===== src/rtl/servo_pkg.sv =====
// Shared types and constants for the servo dispenser controller.
// Imported by the channel and top-level modules.
package servo_pkg;

  typedef enum logic [1:0] {
    IDLE_RET,
    MOVE_EXT,
    IDLE_EXT,
    MOVE_RET
  } servo_state_t;

  localparam int unsigned US_PER_MS = 1000;

  function automatic int unsigned max2(
    input int unsigned a,
    input int unsigned b
  );
    return (a > b) ? a : b;
  endfunction

endpackage


===== src/rtl/servo_channel.sv =====
// One servo channel: button sync, debounce integrator,
// extend/retract travel FSM and frame-locked PWM.
module servo_channel
  import servo_pkg::*;
#(
  parameter int unsigned PULSE_RET_US = 1000,
  parameter int unsigned PULSE_EXT_US = 2000,
  parameter int unsigned TRAVEL_MS    = 1000,
  parameter int unsigned DEB_MS       = 1000,
  parameter int unsigned DEB_THRESH   = 750,
  parameter int unsigned HOLD         = 0
) (
  input  logic clk_i,
  input  logic rst_ni,
  input  logic btn_i,
  input  logic tick_us_i,
  input  logic tick_ms_i,
  input  logic frame_start_i,
  output logic servo_o,
  output logic busy_o,
  output logic done_o,
  output logic extended_o
);

  localparam int unsigned LW = $clog2(DEB_MS + 1);
  localparam int unsigned TW = $clog2(TRAVEL_MS + 1);
  localparam int unsigned WW =
    $clog2(max2(PULSE_EXT_US, PULSE_RET_US) + 1);

  localparam logic [LW-1:0] LVL_MAX = LW'(DEB_MS);
  localparam logic [LW-1:0] LVL_TH  = LW'(DEB_THRESH);
  localparam logic [TW-1:0] TRAV    = TW'(TRAVEL_MS);
  localparam logic [WW-1:0] W_EXT   = WW'(PULSE_EXT_US);
  localparam logic [WW-1:0] W_RET   = WW'(PULSE_RET_US);

  logic [1:0]    sync_q;
  logic [LW-1:0] lvl_q, lvl_d;
  logic          pressed_q, pressed_d;
  servo_state_t  state_q, state_d;
  logic [TW-1:0] travel_q, travel_d;
  logic          done_q, done_d;
  logic [WW-1:0] width_q, width_d;
  logic          servo_q, servo_d;
  logic          btn_s, busy, ext;

  assign btn_s = sync_q[1];
  assign busy  = (state_q == MOVE_EXT) || (state_q == MOVE_RET);
  assign ext   = (state_q == MOVE_EXT) || (state_q == IDLE_EXT);

  always_comb begin
    lvl_d = lvl_q;
    if (tick_ms_i) begin
      if (btn_s) begin
        if (lvl_q != LVL_MAX) lvl_d = lvl_q + 1'b1;
      end else if (lvl_q != '0) begin
        lvl_d = lvl_q - 1'b1;
      end
    end
    pressed_d = (lvl_q > LVL_TH);
  end

  always_comb begin
    state_d  = state_q;
    travel_d = travel_q;
    done_d   = 1'b0;
    if (tick_ms_i) begin
      unique case (state_q)
        IDLE_RET: begin
          if (pressed_q) begin
            state_d  = MOVE_EXT;
            travel_d = TRAV;
          end
        end
        IDLE_EXT: begin
          if (!pressed_q) begin
            state_d  = MOVE_RET;
            travel_d = TRAV;
          end
        end
        MOVE_EXT, MOVE_RET: begin
          if (travel_q == TW'(1)) begin
            state_d = (state_q == MOVE_EXT) ? IDLE_EXT : IDLE_RET;
            done_d  = 1'b1;
          end else begin
            travel_d = travel_q - 1'b1;
          end
        end
        default: ;
      endcase
    end
  end

  // Width is sampled only at frame start so mid-pulse moves never reshape it
  always_comb begin
    width_d = width_q;
    if (frame_start_i && (busy || (HOLD != 0))) begin
      width_d = ext ? W_EXT : W_RET;
    end else if (tick_us_i && (width_q != '0)) begin
      width_d = width_q - 1'b1;
    end
    servo_d = (width_d != '0);
  end

  always_ff @(posedge clk_i or negedge rst_ni) begin
    if (!rst_ni) begin
      sync_q    <= '0;
      lvl_q     <= '0;
      pressed_q <= 1'b0;
      state_q   <= MOVE_RET;
      travel_q  <= TRAV;
      done_q    <= 1'b0;
      width_q   <= '0;
      servo_q   <= 1'b0;
    end else begin
      sync_q    <= {sync_q[0], btn_i};
      lvl_q     <= lvl_d;
      pressed_q <= pressed_d;
      state_q   <= state_d;
      travel_q  <= travel_d;
      done_q    <= done_d;
      width_q   <= width_d;
      servo_q   <= servo_d;
    end
  end

  assign servo_o    = servo_q;
  assign busy_o     = busy;
  assign done_o     = done_q;
  assign extended_o = ext;

endmodule


===== src/rtl/servo_array_ctrl.sv =====
// N-channel servo dispenser: shared us/ms/frame timebase,
// heartbeat LED and one servo_channel per button.
module servo_array_ctrl
  import servo_pkg::*;
#(
  parameter int unsigned CLK_HZ       = 50_000_000,
  parameter int unsigned N_CH         = 2,
  parameter int unsigned FRAME_US     = 20000,
  parameter int unsigned PULSE_RET_US = 1000,
  parameter int unsigned PULSE_EXT_US = 2000,
  parameter int unsigned TRAVEL_MS    = 1000,
  parameter int unsigned DEB_MS       = 1000,
  parameter int unsigned DEB_THRESH   = 750,
  parameter int unsigned HOLD         = 0
) (
  input  logic            clk_50m,
  input  logic            rst_n,
  input  logic [N_CH-1:0] btn,
  output logic [N_CH-1:0] servo,
  output logic [N_CH-1:0] busy,
  output logic [N_CH-1:0] done,
  output logic [N_CH-1:0] extended,
  output logic            led
);

  localparam int unsigned DIV   = CLK_HZ / 1_000_000;
  localparam int unsigned HB_MS = 500;
  localparam int unsigned PW    = $clog2(DIV + 1);
  localparam int unsigned UW    = $clog2(US_PER_MS + 1);
  localparam int unsigned FW    = $clog2(FRAME_US + 1);
  localparam int unsigned HW    = $clog2(HB_MS + 1);

  if ((CLK_HZ == 0) || (CLK_HZ % 1_000_000 != 0)) begin : g_bad_clk
    $error("CLK_HZ must be a nonzero multiple of 1 MHz");
  end
  if ((N_CH < 1) || (N_CH > 8)) begin : g_bad_nch
    $error("N_CH must be 1..8");
  end
  if (PULSE_EXT_US >= FRAME_US) begin : g_bad_pulse
    $error("PULSE_EXT_US must be below FRAME_US");
  end
  if (TRAVEL_MS < 1) begin : g_bad_travel
    $error("TRAVEL_MS must be at least 1");
  end
  if (DEB_THRESH >= DEB_MS) begin : g_bad_deb
    $error("DEB_THRESH must be below DEB_MS");
  end

  logic [PW-1:0] pre_q, pre_d;
  logic [UW-1:0] us_q, us_d;
  logic [FW-1:0] fr_q, fr_d;
  logic [HW-1:0] hb_q, hb_d;
  logic          led_q, led_d;
  logic          tick_us, tick_ms, frame_start;

  assign tick_us     = (pre_q == PW'(DIV - 1));
  assign tick_ms     = tick_us && (us_q == UW'(US_PER_MS - 1));
  assign frame_start = tick_us && (fr_q == FW'(FRAME_US - 1));

  always_comb begin
    pre_d = tick_us ? '0 : pre_q + 1'b1;
    us_d  = us_q;
    fr_d  = fr_q;
    hb_d  = hb_q;
    led_d = led_q;
    if (tick_us) begin
      us_d = tick_ms ? '0 : us_q + 1'b1;
      fr_d = frame_start ? '0 : fr_q + 1'b1;
    end
    if (tick_ms) begin
      if (hb_q == HW'(HB_MS - 1)) begin
        hb_d  = '0;
        led_d = ~led_q;
      end else begin
        hb_d = hb_q + 1'b1;
      end
    end
  end

  always_ff @(posedge clk_50m or negedge rst_n) begin
    if (!rst_n) begin
      pre_q <= '0;
      us_q  <= '0;
      fr_q  <= '0;
      hb_q  <= '0;
      led_q <= 1'b0;
    end else begin
      pre_q <= pre_d;
      us_q  <= us_d;
      fr_q  <= fr_d;
      hb_q  <= hb_d;
      led_q <= led_d;
    end
  end

  assign led = led_q;

  for (genvar g = 0; g < N_CH; g++) begin : g_ch
    servo_channel #(
      .PULSE_RET_US(PULSE_RET_US),
      .PULSE_EXT_US(PULSE_EXT_US),
      .TRAVEL_MS   (TRAVEL_MS),
      .DEB_MS      (DEB_MS),
      .DEB_THRESH  (DEB_THRESH),
      .HOLD        (HOLD)
    ) u_ch (
      .clk_i        (clk_50m),
      .rst_ni       (rst_n),
      .btn_i        (btn[g]),
      .tick_us_i    (tick_us),
      .tick_ms_i    (tick_ms),
      .frame_start_i(frame_start),
      .servo_o      (servo[g]),
      .busy_o       (busy[g]),
      .done_o       (done[g]),
      .extended_o   (extended[g])
    );
  end

endmodule


===== config.mk =====
export PLATFORM = sky130hd
export DESIGN_NAME = servo_array_ctrl
export DESIGN_NICKNAME = d
export VERILOG_FILES = /design/src/rtl/servo_pkg.sv /design/src/rtl/servo_channel.sv /design/src/rtl/servo_array_ctrl.sv
export SDC_FILE = /design/constraint.sdc
export NUM_CORES = 1
export LEC_CHECK = 0
export ABC_AREA = 1
export BUFFER_PORTS_ARGS = -buffer_cell sky130_fd_sc_hd__buf_4
export CAP_MARGIN = 20
export CORE_MARGIN = 8
export CORE_UTILIZATION = 45
export DETAILED_ROUTE_END_ITERATION = 12
export GPL_ROUTABILITY_DRIVEN = 1
export PLACE_DENSITY = 0.68
export SYNTH_ARGS = -nofsm -noshare
export SYNTH_HDL_FRONTEND = slang
export SYNTH_SLANG_ARGS = --single-unit
export TNS_END_PERCENT = 50

===== constraint.sdc =====
create_clock -name clk_50m -period 4.85 [get_ports clk_50m]
set_clock_uncertainty 0.2 [all_clocks]
set_input_delay 0 -clock clk_50m [delete_from_list [all_inputs] [get_ports clk_50m]]
set_output_delay 0 -clock clk_50m [all_outputs]
set_load 0.01 [all_outputs]

# After elaboration in Yosys (flattened, before gate mapping)
# Cells that the tools add are included.
word_totals:
  ff_bits: 117
  in_bits: 4
op_classes:
  n_addsub: 12
  n_reduce_logical: 29
  order_cmp: 2
  bitwise: 1
  n_mux: 40
  eq_ne: 24
op_table:
  columns: ["cell", "n"]
  rows:
  - ["10-bit two-way mux", 13]
  - ["11-bit two-way mux", 6]
  - ["10-bit case mux with 3 select lines", 2]
  - ["11-bit nonzero test", 4]
  - ["10-bit by 1-bit subtractor with 10-bit output, second input constant", 4]
  - ["10-bit by 1-bit adder with 10-bit output, second input constant", 3]
  - ["11-bit by 1-bit subtractor with 11-bit output, second input constant", 2]
  - ["10-bit by 1-bit == test with 1-bit output, second input constant", 2]
  - ["10-bit > comparator, second input constant", 2]
  - ["10-bit inequality test, second input constant", 2]
  - ["10-bit nonzero test", 2]
  - ["2-bit two-way mux", 8]
  - ["4-bit AND reduction", 4]
  - ["15-bit by 1-bit adder with 15-bit output, second input constant", 1]
  - ["15-bit == test, second input constant", 1]
  - ["15-bit two-way mux", 1]
  - ["2-bit inequality test, second input constant", 6]
  - ["2-bit case mux with 3 select lines", 2]
  - ["10-bit == test, second input constant", 1]
  - ["9-bit by 1-bit adder with 9-bit output, second input constant", 1]
  - ["9-bit == test, second input constant", 1]
  - ["9-bit two-way mux", 1]
  - ["2-bit == test, second input constant", 4]
  - ["2-bit by 1-bit inequality test with 1-bit output, second input constant", 4]
  - ["13 further kinds", 31]

# Logic depth before layout (Yosys ltp)
# Gate-level depths: netlist of run 1.
depth:
  depth_word: 5
  ltp_mapped: 14
  depth_no_buf: 13

# Cells and area by module
# From an unflattened synthesis of run 1, not the netlist that was laid out.
unflattened:
  cells_unflattened: 1004
  hier_area_um2: 7511.0
modules_own_cells:
  columns: ["mod", "instances", "area_each_um2", "cells_per_inst"]
  rows:
  - ["servo_channel", 2, 2582.5, 341]
  - ["servo_array_ctrl", 1, 2346.0, 322]

# Least setup slack after synthesis of run 1
# Ideal clock, no wire load.
synth_path:
  path_kind: "register to register"
  startpoint: "register g_ch[0].u_ch.sync_q[1]"
  endpoint: "register g_ch[0].u_ch.lvl_q[7]"
  arrival_time_ps: 1654
  n_path_buf: 0
  synth_period_minus_slack_ps: 1970
  setup_time_ps: 116
  setup_slack_ps: 2880
  stages_incl_launch_ff: 11
  cell_sequence: "dfrtp_1 inv_1 ha_1 a21oi_1 o21ai_0 a21oi_1 o21ai_0 nand2_1 nand2_1 nand2_1 nand2_1"
synth_via:
  elab_chain_cells: 2
  word_cells_on_any_way: 4
  classes_between: "1 x eq/ne; 1 x mux; 2 x reduce/logical"
synth_lines:
  columns: ["element", "line", "source"]
  rows:
  - ["start, declared", "servo_channel.sv:36", "logic [1:0] sync_q;"]
  - ["start signal, assigned", "servo_channel.sv:115", "sync_q <= {sync_q[0], btn_i};"]
  - ["2-bit inequality test (no line) or 2-bit nonzero test (tied branches)", null, null]
  - ["3-bit AND reduction (no line)", null, null]
  - ["end signal, assigned", "servo_channel.sv:116", "lvl_q <= lvl_d;"]
  - ["end, declared", "servo_channel.sv:37", "logic [LW-1:0] lvl_q, lvl_d;"]
# Parallel ways exist; a longest one is shown, timed or not.
# A chain may end at the register's enable or synchronous reset.

# Worst setup path after layout of run 1
layout_path:
  startpoint: "register g_ch[0].u_ch.state_q[1]"
  endpoint: "register g_ch[0].u_ch.servo_q"
layout_via:
  elab_chain_cells: 5
  word_cells_on_any_way: 9
  classes_between: "3 x eq/ne; 2 x mux; 4 x reduce/logical"
layout_lines:
  columns: ["element", "line", "source"]
  rows:
  - ["start, declared", "servo_channel.sv:39", "servo_state_t state_q, state_d;"]
  - ["start signal, assigned", "servo_channel.sv:118", "state_q <= state_d;"]
  - ["2-bit by 1-bit == test with 1-bit output, or another cell as far along", "servo_channel.sv:47, servo_channel.sv:48", null]
  - ["1-bit logical OR, on equally long branches", "servo_channel.sv:48, servo_channel.sv:47", null]
  - ["11-bit two-way mux or 1-bit logical AND (tied branches)", "servo_channel.sv:97, servo_channel.sv:96", null]
  - ["11-bit two-way mux *", "servo_channel.sv:96", "if (frame_start_i && (busy || (HOLD != 0))) begin"]
  - ["11-bit nonzero test *", "servo_channel.sv:101", "servo_d = (width_d != '0);"]
  - ["net g_ch[0].u_ch.servo_d", "servo_channel.sv:43", "logic servo_q, servo_d;"]
  - ["end signal, assigned", "servo_channel.sv:122", "servo_q <= servo_d;"]
  - ["end, declared", "servo_channel.sv:43", null]
# Mark *: on every way through the listed nets, which the timed path passes. The rest lies on a longest branch.

==> results of run 1 <==
-- power groups by stage --
stage	Clock (mW)	Sequential (mW)	Combinational [mW]
after floorplan	0	0.997	0.0232
after global placement	0	0.997	0.0492
after detailed placement	0	0.997	0.0496
after CTS	1.31	0.980	0.0517
after global routing	1.36	0.980	0.0614
final	1.29	0.980	0.0523
-- per-stage QoR --
stage,hold WS (ns),instances
after detailed placement,-0.0894,1220
after CTS,0.00993,1255
after global routing,0.0102,1257
after global placement,-0.0897,1220
final,0.0288,1257
after floorplan,-0.496,1008
-- timing repair --
action                                  4_1_cts  5_1_grt
endpoints found under the setup margin        0        0
hold endpoints to repair                     71       37
hold buffers                                  3        1
-- cell families (layout without fill, tap and decap cells) --
family,after synthesis,count (layout),share of synthesized area (%)
DFF,117,117,39.0
muxes,1,1,0.132
adders and majority gates,39,39,6.65
xor gates and xnor gates,42,42,4.87
buffers and inverters,148,177,8.41
and+or+nand+nor,546,546,32.1
AOI/OAI and AO/OA,115,115,8.82
-- flip-flops by register name, indices dropped and copies added (netlist names), 4 cells and up --
signal	flops
g_ch.u_ch.lvl_q	20
hb_q	9
g_ch.u_ch.state_q	4
g_ch.u_ch.sync_q	4
pre_q	6
g_ch.u_ch.width_q	22
us_q	10
g_ch.u_ch.travel_q	20
fr_q	15
-- area by class of cell --
cell class                 count  area [um^2]  share of cell area [%]
timing repair buffer          18          158                    1.87
sequential                   117         2950                    34.9
multi-input combinational    743         3980                    47.1
clock buffer                  20          457                    5.41
clock inverter                12          153                    1.81
tap                          220          275                    3.26
inverter                     127          479                    5.67
-- path summary, 6_finish.rpt --
path,to,depth (start not counted)
hold reg to reg,g_ch[1].u_ch.sync_q[1],0
hold / removal,g_ch[0].u_ch.sync_q[0],2
max in group asynchronous,g_ch[1].u_ch.state_q[1],5
setup / recovery,g_ch[0].u_ch.servo_o,10
setup reg to reg,g_ch[0].u_ch.servo_o,10
min in group asynchronous,g_ch[0].u_ch.width_q[3],3
-- per-layer routing --
metal | track usage [%] | wire length, um | up-vias
li1 | - | - | 3270
met2 | 24.0 | 7000 | 84
met3 | 3.61 | 461 | 13
met1 | 19.8 | 7460 | 2859
met5 | 0 | 0 | -
met4 | 4.22 | 166 | 0
-- Yosys cell counts, drive strengths merged (19+ instances only) --
master,n,area share (%)
a21oi,35,2.3
buf,19,2.0
dfrtp,101,33
ha,37,6.1
inv,127,6.3
nand2,269,14
nand3,80,5.9
nand4,20,1.8
nor2,146,8.1
o21ai,59,4.4
xnor2,19,2.2
xor2,23,2.7
-- worst max-delay path: stages (launching register included) --
cell	delay [ns]
dfstp_2	0.56
inv_1	0.06
ha_1	0.17
nor2_1	0.62
inv_1	0.22
nand4_1	0.29
inv_1	0.10
nor2_1	0.14
nand2_1	0.07
nor2_1	0.12
nand3_1	0.08
==> results.md, run 1 <==
- DP Area: 7780 um^2
- Row cnt: 47
- Synth Area per Inst: 7.50 um^2
- Post-Synthesis Cell Area: 7560 um^2
- Final ANT Viol Nets: 0
- Post-synth EDFFs: 0
- Vias: 6226
- Crit path launch type: flop
- CTS Buffer Depth: 2
- DRC viols: 0
- Worst-Skew Late Latency: 0.42 ns
- Core Area: 16500 um^2
- Diodes inserted: 0
- Reg clk slew, reported paths: 0.06 ns
- H-tree depth: 4
- TNS Setup: 0 ns
- Syn nets: 1051
- Clock power frac: 55.5%
- Worst vdd ir: 0.276 mV
- Initial antenna violation count: 0
- Number of max-cap violations: 0
- Switching part of the total: 21.2%
- Relative slew slack: 46.8%
- Final worst-path cycle share: 56.6%
- Post-Syn Instances: 1008
- Max frequency: 364 MHz
- Kind of critical path: flop to flop
- Num CTS Buffers: 17
- First-pass GRT wire length: 26.7 mm
- Post-synth ARST share: 100%
- Yosys reg bits: 117
- Hold Path Class: input pin to flop
- Part of the power in registers: 42.2%
- Post-CTS Setup Inserts: 0
- Worst-Margin Slew: 0.795 ns
- Die W: 146 um
- Layout Nets: 1067
- Post-synth cell types: 50
- CTS resizes: 0
- Reg2reg start: g_ch[0].u_ch.state_q[1]
- Max Fanout on Critical Path: 12
- Worst R2R Setup Slack: 2.11 ns
- Sequential share of the synthesized area: 39.0%
- Dpl hpwl: 10.8 mm
- Leak: 4.45 nW
- Finished Cell Area: 8450 um^2
- Area growth from synthesis to layout: 11.7%
- TritonCTS Sinks: 117
- Total design power: 2.32 mW
- Endpoints failing hold: 0
- Share of layout cells above drive strength 1: 10.3%
- PD cells: 275 nW/um^2
- Pins Over Slew Limit: 0
- CTS root buf: clkbuf_16
- Worst Slack Setup Final: 2.11 ns
- Filler cell count in the final layout: 1553
- Die area: 21200 um^2
- Most common cell after layout, fill and taps aside: nand2_1
- Largest net degree at the start of global routing: 79
- Combinational share of power: 2.3%
- HP Start: btn[0]
- Setup WS pre-CTS: 2.14 ns
- RSZ-0062 raised after global routing: false
- Final core utilization: 51.1%
- CP Data Required Time: 4.95 ns
- Primary FF master, synth: dfrtp_1
- Psw: 493 uW
- YS warnings: 0
- Buffers on Ports: 12
- Via density: 4.95
- GRT Total Usage: 15.0%
- Status: finished, final reports clean
- Pint: 1.83 mW
- Drt pass-1 iters: 6
- Routability cong.: 0.834
- Min Clock Period, post-route: 2.74 ns
- Critical Path Start: g_ch[0].u_ch.state_q[1]
- Most frequent cells in the layout: 263 x nand2_1, 135 x nor2_1, 121 x inv_1, 101 x dfrtp_1, 76 x nand3_1
- Finish-stage setup viols: 0
- Initial detailed-routing violation count: 284
- Drt wl/cell: 12.0 um
- CTS tree: yes
- Ports: 13
- Vias in the first global route: 5849
- Initial core utilization: 45.7%
- CP arrival: 2.85 ns
- CP Capture Type: flop
- Final WL: 15.1 mm
- Die Ht: 146 um
- Grt ovf: 0
No activity file was read; power rests on OpenSTA's default activity.
==> inputs of run 2 (changes only) <==
--- a/config.mk
+++ b/config.mk
@@ -12,7 +12,7 @@
 export CORE_UTILIZATION = 45
 export DETAILED_ROUTE_END_ITERATION = 12
 export GPL_ROUTABILITY_DRIVEN = 1
-export PLACE_DENSITY = 0.68
+export PLACE_DENSITY = 0.71
 export SYNTH_ARGS = -nofsm -noshare
 export SYNTH_HDL_FRONTEND = slang
 export SYNTH_SLANG_ARGS = --single-unit
==> constraint.sdc (replaced) <==
create_clock -name clk_50m -period 2.46 [get_ports clk_50m]
set_clock_uncertainty 0.2 [all_clocks]
set_input_delay 0 -clock clk_50m [delete_from_list [all_inputs] [get_ports clk_50m]]
set_output_delay 0 -clock clk_50m [all_outputs]
set_load 0.01 [all_outputs]
==> results.md, run 2 (synthesis results as in run 1) <==
- Status: finished, final reports clean
- Die Ht: 146 um (unchanged)
- Crit-path slowest cell: dfrtp_1
- Placed cell count: 1233 (+1.1%)
- Finish-stage setup viols: 0 (unchanged)
- Num CTS Buffers: 17 (unchanged)
- Hold Path Class: input pin to asynchronous set/reset pin
- Layout Nets: 1079 (+1.1%)
- H-tree depth: 4 (unchanged)
- Number of max-cap violations: 0 (unchanged)
- Endpoints failing hold: 0 (unchanged)
- Core Area: 16500 um^2 (unchanged)
- Post-CTS Setup Inserts: 0 (unchanged)
- CP Capture Type: flop
- Buf/Inv on CP: 1 (-2)
- First-pass GRT wire length: 27.6 mm (+3.3%)
- Worst-Skew Late Latency: 0.42 ns (about the same)
- Crit path launch type: flop
- Share of layout cells above drive strength 1: 11.2% (+0.93 points)
- Vias: 6313 (+1.4%)
- Area growth from synthesis to layout: 12.9%
- Grt ovf: 0 (unchanged)
- Final ANT Viol Nets: 0 (unchanged)
- Relative slew slack: 65.4% (+19 points)
- RSZ-0062 raised after global routing: true
- TNS Setup: 0 ns (unchanged)
- Max Fanout on Critical Path: 10 (-2)
- Diodes inserted: 0 (unchanged)
- Ports: 13 (unchanged)
- Pins Over Slew Limit: 0 (unchanged)
- Worst vdd ir: 0.509 mV (+84%)
- Most used cell, CP: nand2_1
- Worst path max stage delay: 0.40 ns (-0.22 ns)
- Drt pass-1 iters: 5 (-1)
- Filler cell count in the final layout: 1517 (-2.3%)
- CTS Buffer Depth: 2 (unchanged)
- Leak: 4.51 nW (+1.4%)
- CTS root buf: clkbuf_16
- Row cnt: 47 (unchanged)
- Area of the multi-input gates: 3980 um^2 (unchanged)
- Most frequent cells in the layout: 263 x nand2_1, 135 x nor2_1, 121 x inv_1, 101 x dfrtp_1, 76 x nand3_1
- Total design power: 4.52 mW (+95%)
- DRC viols: 0 (unchanged)
- Via density: 4.97 (+0.44%)
- Psw: 961 uW (+95%)
- Combinational share of power: 2.5% (+0.2 points)
- Initial detailed-routing violation count: 320 (+13%)
- Final WL: 15.5 mm (+2.5%)
- Largest registers: g_ch.u_ch.width_q x22, g_ch.u_ch.lvl_q x20, g_ch.u_ch.travel_q x20
- Dpl hpwl: 11.0 mm (+1.9%)
- Part of the power in registers: 42.7% (+0.5 points)
- GRT Total Usage: 15.5% (+0.52 points)
- Final std cells w/o fill: 1269 (+0.95%)
- Max frequency: 443 MHz (+21%)
- Biggest register: g_ch.u_ch.width_q
- Min Clock Period, post-route: 2.26 ns (-0.484 ns)
- Routability cong.: 0.860 (+3.1%)
- PD cells: 530 nW/um^2 (+93%)
- Top Family by Delay on Critical Path: compound AO/OA/AOI/OAI gates
- Initial antenna violation count: 0 (unchanged)
- Clock power frac: 54.8% (-0.7 points)
- Kind of critical path: flop to flop
- CP arrival: 2.37 ns (-0.48 ns)
- Reg clk slew, reported paths: 0.06 ns (about the same)
- Worst-Margin Slew: 0.515 ns (-0.280 ns)
- CTS tree: yes
- Die W: 146 um (unchanged)
- Vias in the first global route: 6143 (+5.0%)
- Final worst-path cycle share: 91.9% (+35 points)
- Pint: 3.56 mW (+95%)
- Switching part of the total: 21.3% (+0.029 points)
- CP cell instances: inv_1 > ha_1 > a21oi_1 > o21ai_0 > a21oi_1 > o21ai_0 > nand2_1 > nand2_1 > nand2_1 > nand2_1
- Initial core utilization: 45.7% (unchanged)
- Drt wl/cell: 12.2 um (+1.5%)
- Die area: 21200 um^2 (unchanged)
- CP Data Required Time: 2.57 ns (-2.38 ns)
- Largest net degree at the start of global routing: 43 (-46%)
- Most common cell after layout, fill and taps aside: nand2_1
- Largest register FFs: 22 (unchanged)
- TritonCTS Sinks: 117 (unchanged)
- Buffers on Ports: 12 (unchanged)
- Register area: 2950 um^2 (unchanged)
-- run 2: cell types whose count changed in the layout (fill, tap and decap cells not counted), sizes merged --
cell	previous run	this run
dlygate4sd3	4	3
clkinvlp	4	2
bufinv	3	2
clkbuf	20	24
buf	14	27
inv	128	127
-- run 2: power by group through the flow --
stage | Clock [mW] | Combinational, mW | Sequential, mW
after floorplan | 0 | 0.0457 | 1.97
after detailed placement | 0 | 0.105 | 1.97
after CTS | 2.53 | 0.117 | 1.93
after global routing | 2.62 | 0.131 | 1.93
final | 2.48 | 0.113 | 1.93
after global placement | 0 | 0.105 | 1.97
-- run 2: per-layer routing --
| layer | track usage, % | share of wire, % |
|---|---|---|
| met1 | 19.6 | 48 |
| met2 | 25.3 | 47 |
| met3 | 3.67 | 2.9 |
| met4 | 5.99 | 2.4 |
| met5 | 0 | 0 |
-- run 2: layout make-up --
cell class | count | share of cell area [%]
flip-flops and latches | 117 | 34.5
repair buffers | 30 | 3.11
well taps | 220 | 3.23
inverters | 127 | 5.62
multi-input cells | 743 | 46.6
clock inverters | 8 | 1.16
clock buffers | 24 | 5.76
-- run 2: worst paths after layout --
check,from,endpoint,slack [ns],cells after the start
max,g_ch[0].u_ch.sync_q[1],g_ch[0].u_ch.lvl_q[7],0.20,10
min,rst_n,g_ch[0].u_ch.travel_q[9],0.01,2
max reg2reg,g_ch[0].u_ch.sync_q[1],g_ch[0].u_ch.lvl_q[7],0.20,10
min reg2reg,g_ch[1].u_ch.sync_q[0],g_ch[1].u_ch.sync_q[1],0.16,0
max in group asynchronous,rst_n,g_ch[1].u_ch.state_q[1],1.77,3
min in group clk_50m,btn[1],g_ch[1].u_ch.sync_q[0],0.03,2
-- run 2: repair_timing --
item                       4_1_cts  5_1_grt
gates resized for setup          0        0
hold endpoints to repair       107        0
setup endpoints to repair        0        1
hold buffers                     4        0
-- run 2: stage by stage --
step | hold WS [ns] | setup WS (ns) | area (um^2) | util [%]
2_1_floorplan | -0.496 | 0.490 | 7560 | -
3_3_place_gp | -0.110 | 0.301 | 7890 | 47.7
3_5_place_dp | -0.119 | 0.259 | 7890 | 47.7
4_1_cts | 0.00791 | 0.210 | 8530 | 51.6
5_1_grt | 0.0127 | -0.00603 | 8530 | 51.6
6_report | 0.0107 | 0.200 | 8530 | 51.6
